[config.mk]
export PLATFORM = sky130hd
export DESIGN_NAME = ram_port_arbiter_flat
export DESIGN_NICKNAME = d
export VERILOG_FILES = /design/src/rtl/ram_port_arbiter_if.sv /design/src/rtl/ram_port_arbiter.sv /design/src/flat_wrapper.sv
export SDC_FILE = /design/constraint.sdc
export NUM_CORES = 1
export LEC_CHECK = 0
export CAP_MARGIN = 30
export CORE_AREA = 2 2 122 124
export CTS_CLUSTER_SIZE = 28
export DETAILED_ROUTE_END_ITERATION = 7
export DIE_AREA = 0 0 124 126
export PLACE_DENSITY = 0.66
export SYNTH_ARGS = -nofsm -noshare
export SYNTH_HDL_FRONTEND = slang
export SYNTH_SLANG_ARGS = --single-unit
[constraint.sdc]
create_clock -name clk_i -period 1.9 [get_ports clk_i]
set_input_delay 0.285 -clock clk_i [delete_from_list [all_inputs] [get_ports clk_i]]
set_output_delay 0.285 -clock clk_i [all_outputs]
set_load 0.1 [all_outputs]
[src/rtl/ram_port_arbiter_if.sv]
// Requester-side and RAM-side signals of the shared single-port RAM arbiter.
// slave = arbiter view, master = requesters plus RAM (the environment).
interface ram_port_arbiter_if #(
    parameter int DATA_WIDTH = 32,
    parameter int ADDR_WIDTH = 32,
    parameter int RAM_AW     = 10
);
    logic                  i_req_i;
    logic [ADDR_WIDTH-1:0] i_addr_i;
    logic                  i_gnt_o;
    logic                  i_rvalid_o;
    logic [DATA_WIDTH-1:0] i_rdata_o;

    logic                  d_req_i;
    logic                  d_we_i;
    logic [ADDR_WIDTH-1:0] d_addr_i;
    logic [DATA_WIDTH-1:0] d_wdata_i;
    logic                  d_gnt_o;
    logic                  d_rvalid_o;
    logic [DATA_WIDTH-1:0] d_rdata_o;

    logic                  l_req_i;
    logic [ADDR_WIDTH-1:0] l_addr_i;
    logic [DATA_WIDTH-1:0] l_wdata_i;
    logic                  l_gnt_o;

    logic [RAM_AW-1:0]     ram_addr_o;
    logic                  ram_we_o;
    logic [DATA_WIDTH-1:0] ram_wdata_o;
    logic [DATA_WIDTH-1:0] ram_rdata_i;

    modport slave (
        input  i_req_i, i_addr_i,
        output i_gnt_o, i_rvalid_o, i_rdata_o,
        input  d_req_i, d_we_i, d_addr_i, d_wdata_i,
        output d_gnt_o, d_rvalid_o, d_rdata_o,
        input  l_req_i, l_addr_i, l_wdata_i,
        output l_gnt_o,
        output ram_addr_o, ram_we_o, ram_wdata_o,
        input  ram_rdata_i
    );

    modport master (
        output i_req_i, i_addr_i,
        input  i_gnt_o, i_rvalid_o, i_rdata_o,
        output d_req_i, d_we_i, d_addr_i, d_wdata_i,
        input  d_gnt_o, d_rvalid_o, d_rdata_o,
        output l_req_i, l_addr_i, l_wdata_i,
        input  l_gnt_o,
        input  ram_addr_o, ram_we_o, ram_wdata_o,
        output ram_rdata_i
    );
endinterface

[src/rtl/ram_port_arbiter.sv]
// Fixed-priority (L > D > I) arbiter sharing one single-port sync RAM; grant is combinational, read data 1 cycle later.
// Optional ARB_STARVE_GUARD_EN: after STARVE_LIMIT denied fetch cycles, I is placed ahead of D (L still wins).
module ram_port_arbiter #(
    parameter int DATA_WIDTH   = 32,
    parameter int ADDR_WIDTH   = 32,
    parameter int RAM_AW       = 10,
    parameter int STARVE_LIMIT = 4
) (
    input  logic               clk_i,
    input  logic               rst_i,
    ram_port_arbiter_if.slave  bus
);
    typedef enum logic [1:0] {
        NONE   = 2'd0,
        RESP_I = 2'd1,
        RESP_D = 2'd2
    } resp_e;

    resp_e                 resp_q, resp_d;
    logic [DATA_WIDTH-1:0] i_rdata_q, i_rdata_d;
    logic [DATA_WIDTH-1:0] d_rdata_q, d_rdata_d;
    logic                  l_gnt, d_gnt, i_gnt;
    logic                  starve_force;

`ifdef ARB_STARVE_GUARD_EN
    logic [2:0] starve_cnt_q, starve_cnt_d;

    always_comb begin
        starve_cnt_d = '0;
        if (bus.i_req_i && !i_gnt)
            starve_cnt_d = (starve_cnt_q == 3'd7) ? 3'd7 : starve_cnt_q + 3'd1;
    end

    always_ff @(posedge clk_i or posedge rst_i) begin
        if (rst_i) starve_cnt_q <= '0;
        else       starve_cnt_q <= starve_cnt_d;
    end

    assign starve_force = bus.i_req_i && (int'(starve_cnt_q) >= STARVE_LIMIT);
`else
    // Without the guard the limit has no meaning; this is constant 0 for any legal limit.
    assign starve_force = (STARVE_LIMIT < 0);
`endif

    always_comb begin
        // Gating with rst_i makes every output drop asynchronously while reset is held.
        l_gnt = !rst_i && bus.l_req_i;
        d_gnt = !rst_i && bus.d_req_i && !bus.l_req_i && !starve_force;
        i_gnt = !rst_i && bus.i_req_i && !bus.l_req_i && (!bus.d_req_i || starve_force);

        bus.ram_addr_o  = '0;
        bus.ram_we_o    = 1'b0;
        bus.ram_wdata_o = '0;
        if (l_gnt) begin
            bus.ram_addr_o  = bus.l_addr_i[RAM_AW+1:2];
            bus.ram_we_o    = 1'b1;
            bus.ram_wdata_o = bus.l_wdata_i;
        end else if (d_gnt) begin
            bus.ram_addr_o  = bus.d_addr_i[RAM_AW+1:2];
            bus.ram_we_o    = bus.d_we_i;
            bus.ram_wdata_o = bus.d_we_i ? bus.d_wdata_i : '0;
        end else if (i_gnt) begin
            bus.ram_addr_o  = bus.i_addr_i[RAM_AW+1:2];
        end

        resp_d = NONE;
        if (i_gnt)                      resp_d = RESP_I;
        else if (d_gnt && !bus.d_we_i)  resp_d = RESP_D;

        bus.l_gnt_o    = l_gnt;
        bus.d_gnt_o    = d_gnt;
        bus.i_gnt_o    = i_gnt;
        bus.i_rvalid_o = (resp_q == RESP_I);
        bus.d_rvalid_o = (resp_q == RESP_D);
        // RAM data passes straight through on the response cycle, otherwise the last value is held.
        bus.i_rdata_o  = bus.i_rvalid_o ? bus.ram_rdata_i : i_rdata_q;
        bus.d_rdata_o  = bus.d_rvalid_o ? bus.ram_rdata_i : d_rdata_q;
        i_rdata_d      = bus.i_rdata_o;
        d_rdata_d      = bus.d_rdata_o;
    end

    always_ff @(posedge clk_i or posedge rst_i) begin
        if (rst_i) begin
            resp_q    <= NONE;
            i_rdata_q <= '0;
            d_rdata_q <= '0;
        end else begin
            resp_q    <= resp_d;
            i_rdata_q <= i_rdata_d;
            d_rdata_q <= d_rdata_d;
        end
    end

    wire unused_addr_bits = &{1'b0,
                              bus.i_addr_i[1:0], bus.i_addr_i[ADDR_WIDTH-1:RAM_AW+2],
                              bus.d_addr_i[1:0], bus.d_addr_i[ADDR_WIDTH-1:RAM_AW+2],
                              bus.l_addr_i[1:0], bus.l_addr_i[ADDR_WIDTH-1:RAM_AW+2]};
endmodule

[src/flat_wrapper.sv]
// flat-port wrapper written by rule: the top's interface ports become plain ports
module ram_port_arbiter_flat 
#(
    parameter int DATA_WIDTH   = 32,
    parameter int ADDR_WIDTH   = 32,
    parameter int RAM_AW       = 10,
    parameter int STARVE_LIMIT = 4
)
  (clk_i, rst_i, bus_i_req_i, bus_i_addr_i, bus_i_gnt_o, bus_i_rvalid_o, bus_i_rdata_o, bus_d_req_i, bus_d_we_i, bus_d_addr_i, bus_d_wdata_i, bus_d_gnt_o, bus_d_rvalid_o, bus_d_rdata_o, bus_l_req_i, bus_l_addr_i, bus_l_wdata_i, bus_l_gnt_o, bus_ram_addr_o, bus_ram_we_o, bus_ram_wdata_o, bus_ram_rdata_i);
  ram_port_arbiter_if #(.DATA_WIDTH(DATA_WIDTH), .ADDR_WIDTH(ADDR_WIDTH), .RAM_AW(RAM_AW)) bus_i ();
  input  logic clk_i;
  input  logic rst_i;
  input wire logic [$bits(bus_i.i_req_i)-1:0] bus_i_req_i;
  input wire logic [$bits(bus_i.i_addr_i)-1:0] bus_i_addr_i;
  output wire logic [$bits(bus_i.i_gnt_o)-1:0] bus_i_gnt_o;
  output wire logic [$bits(bus_i.i_rvalid_o)-1:0] bus_i_rvalid_o;
  output wire logic [$bits(bus_i.i_rdata_o)-1:0] bus_i_rdata_o;
  input wire logic [$bits(bus_i.d_req_i)-1:0] bus_d_req_i;
  input wire logic [$bits(bus_i.d_we_i)-1:0] bus_d_we_i;
  input wire logic [$bits(bus_i.d_addr_i)-1:0] bus_d_addr_i;
  input wire logic [$bits(bus_i.d_wdata_i)-1:0] bus_d_wdata_i;
  output wire logic [$bits(bus_i.d_gnt_o)-1:0] bus_d_gnt_o;
  output wire logic [$bits(bus_i.d_rvalid_o)-1:0] bus_d_rvalid_o;
  output wire logic [$bits(bus_i.d_rdata_o)-1:0] bus_d_rdata_o;
  input wire logic [$bits(bus_i.l_req_i)-1:0] bus_l_req_i;
  input wire logic [$bits(bus_i.l_addr_i)-1:0] bus_l_addr_i;
  input wire logic [$bits(bus_i.l_wdata_i)-1:0] bus_l_wdata_i;
  output wire logic [$bits(bus_i.l_gnt_o)-1:0] bus_l_gnt_o;
  output wire logic [$bits(bus_i.ram_addr_o)-1:0] bus_ram_addr_o;
  output wire logic [$bits(bus_i.ram_we_o)-1:0] bus_ram_we_o;
  output wire logic [$bits(bus_i.ram_wdata_o)-1:0] bus_ram_wdata_o;
  input wire logic [$bits(bus_i.ram_rdata_i)-1:0] bus_ram_rdata_i;
  assign bus_i.i_req_i = bus_i_req_i;
  assign bus_i.i_addr_i = bus_i_addr_i;
  assign bus_i_gnt_o = bus_i.i_gnt_o;
  assign bus_i_rvalid_o = bus_i.i_rvalid_o;
  assign bus_i_rdata_o = bus_i.i_rdata_o;
  assign bus_i.d_req_i = bus_d_req_i;
  assign bus_i.d_we_i = bus_d_we_i;
  assign bus_i.d_addr_i = bus_d_addr_i;
  assign bus_i.d_wdata_i = bus_d_wdata_i;
  assign bus_d_gnt_o = bus_i.d_gnt_o;
  assign bus_d_rvalid_o = bus_i.d_rvalid_o;
  assign bus_d_rdata_o = bus_i.d_rdata_o;
  assign bus_i.l_req_i = bus_l_req_i;
  assign bus_i.l_addr_i = bus_l_addr_i;
  assign bus_i.l_wdata_i = bus_l_wdata_i;
  assign bus_l_gnt_o = bus_i.l_gnt_o;
  assign bus_ram_addr_o = bus_i.ram_addr_o;
  assign bus_ram_we_o = bus_i.ram_we_o;
  assign bus_ram_wdata_o = bus_i.ram_wdata_o;
  assign bus_i.ram_rdata_i = bus_ram_rdata_i;
  ram_port_arbiter #(.DATA_WIDTH(DATA_WIDTH), .ADDR_WIDTH(ADDR_WIDTH), .RAM_AW(RAM_AW), .STARVE_LIMIT(STARVE_LIMIT)) u_core (.clk_i(clk_i), .rst_i(rst_i), .bus(bus_i));
endmodule
==> run summary <==
status: complete, but fails checks
failing checks: setup timing
Die Y-Extent: 126 um
first-pass detailed-route iteration total: 4
initial antenna violation count: 0
Tightest Pin Transition: 0.379 ns
Crit Path Class: register to output pin
Slowest-stage cell, CP: dfrtp_1
via count of the first global-routing pass: 3331
Die W: 124 um
maxcap violations: 0
crit path launch type: register
CP peak stage delay: 0.41 ns
CORE AREA: 0.0143 mm^2
reg-to-reg slack, setup: 0.54 ns
area grow syn2layout: 149%
Synth Net Count: 410
# clock sinks: 66
layout cell share with drive strength beyond 1: 53.3%
Max Freq: 0.496 GHz
endpoints failing setup: 64
TritonCTS buffer count: 9
H-tree depth: 3
FF+latch count, synth: 66
Via density: 4.40
Fin Hold WS: 0.222 ns
crit-path most repeated cell: buf_12
fin. max-slew vios: 0
Syn Area/Cell: 14.3 um^2
Clock Skew: 0.00835 ns
WL/cell: 19.0 um
relative slew slack: 74.7%
Root Buffer: clkbuf_16
DP Wirelength: 9710 um
hold_buf cts: 0
Pwr Total: 9.11 mW
Mapped Cells: 212
RSZ-0062 raised after global routing: true
Hold Path Class: input pin to async pin
Final ANT Viol Nets: 0
GRT Util Overall: 15.7%
fin cells: 664
Worst VDD drop: 741 uV
CP bufs+invs: 2
Cell Area, Synth: 0.00304 mm^2
row cnt: 44
Post-Route WL: 12600 um
cell area after layout: 0.00757 mm^2
Nets: 673
Starting Density: 21.2%
final period utilization: 106%
CP required: 1.62 ns
drt drc: 0
largest net degree at the start of global routing: 39
Synth cell types: 16
pwr dens: 1200 mW/mm^2
DP Area: 0.00705 mm^2
YS warnings: 0
Die ar.: 0.0156 mm^2
CP arrival: 1.73 ns
clk_lat worst skew: 0.33 ns
Antenna diodes: 0
Tmin final: 2.02 ns
routed vias: 2922
first-pass GRT wire length: 18200 um
critical-path cell list: nand2b_2 > buf_12 > mux2_2 > buf_12
CP Max Fanout: 17
Seq/Total Area, Yosys: 54.3%
pre-CTS setup slack: -0.345 ns
DR iter-0 viols: 78
min setup slack post-route: -0.116 ns
Crit. End Element: output pin
Max Buffers Root-to-Sink: 2
PortBufs: 243
final setup TNS: -6.32 ns
number of cells after detailed placement: 642
critical path's top delay family: flip-flops
CTS tree: done
grt ovf: 0
IO Count: 310
Layout Utilization: 52.9%
Fin. Hold Viols: 0
Worst-path clk slew: 0.06 ns
Final Wtd Congestion: 0.754
LEAKAGE: 3.30 nW
-- cells in the mapped netlist, drive strengths merged --
cell type  number  share of area, %
dfrtp          66                54
mux2           64                24
a22o           32               9.2
buf            19               4.0
a221o          10               3.3
and3b          10               2.9
nor2b           3              0.62
inv             2              0.25
clkbuf          1              0.12
nand2b          1              0.21
nor3b           1              0.41
nor4b           1              0.49
nor4bb          1              0.33
or2             1              0.21
-- flip-flops by register name, indices dropped and copies added (netlist names) --
signal            cells
u_core.d_rdata_q     32
u_core.i_rdata_q     32
u_core.resp_q         2
-- path summary, 6_finish.rpt --
path	start	end	cells after the start
worst max register to register	u_core.resp_q[1]$_DFF_PP0_	u_core.d_rdata_q[7]$_DFF_PP0_	3
max in group asynchronous	rst_i	u_core.d_rdata_q[28]$_DFF_PP0_	4
worst min-delay path	rst_i	u_core.i_rdata_q[31]$_DFF_PP0_	4
worst min register to register	u_core.d_rdata_q[15]$_DFF_PP0_	u_core.d_rdata_q[15]$_DFF_PP0_	1
min in group clk_i	bus_d_we_i	u_core.resp_q[1]$_DFF_PP0_	3
worst max-delay path	u_core.resp_q[1]$_DFF_PP0_	bus_d_rdata_o[7]	4
-- placed cells by master (no fill, tap or decap), drive strengths merged --
cell	instances
mux2	64
or2	1
clkinvlp	1
and3b	10
dfrtp	66
nor3b	1
nor2b	3
nand2b	1
inv	1
clkinv	3
a221o	10
clkdlybuf4s50	126
clkbuf	12
clkdlybuf4s15	1
bufinv	2
buf	141
nor4bb	1
a22o	32
nor4b	1
dlygate4sd2	3
-- cell families after synthesis --
| group | share of synthesized area [%] |
|---|---|
| AOI/OAI and AO/OA | 12.5 |
| buffers and inverters | 4.36 |
| DFF | 54.3 |
| muxes | 23.7 |
| and+or+nand+nor | 5.14 |
-- worst min-delay path, cell delays in order --
cell	delay, ns
buf_2	0.14
buf_4	0.18
clkinvlp_4	0.09
buf_12	0.21
-- per-layer routing --
layer / GRT usage (%) / share of wire (%) / vias to the layer above
met5: 0 / 0 / -
met4: 5.68 / 2.2 / 0
met3: 5.62 / 9.2 / 24
met2: 27.4 / 50 / 168
met1: 17.6 / 38 / 1401
li1: - / - / 1329
-- cell type report --
class	count	area, um^2
clock buffer	11	233
clock inverter	5	78.8
fill	1160	6750
inverter	2	11.3
multi-input combinational	124	1510
sequential	66	1650
tap	184	230
timing repair buffer	272	3850
-- timing repair --
item / 4_1_cts / 5_1_grt
setup buffers: 3 / 0
gates cloned: 1 / 2
hold endpoints to repair: 0 / 0
pin swaps: 4 / 3
setup endpoints to repair: 110 / 68
gates resized for setup: 33 / 8
-- report_power, final --
group	switching, mW	total (mW)	leakage, nW	internal (mW)
sequential	0.0799	1.80	0.785	1.72
combinational	3.52	5.57	2.36	2.05
clock	0.596	1.74	0.153	1.15
(Power assumes the default switching activity.)
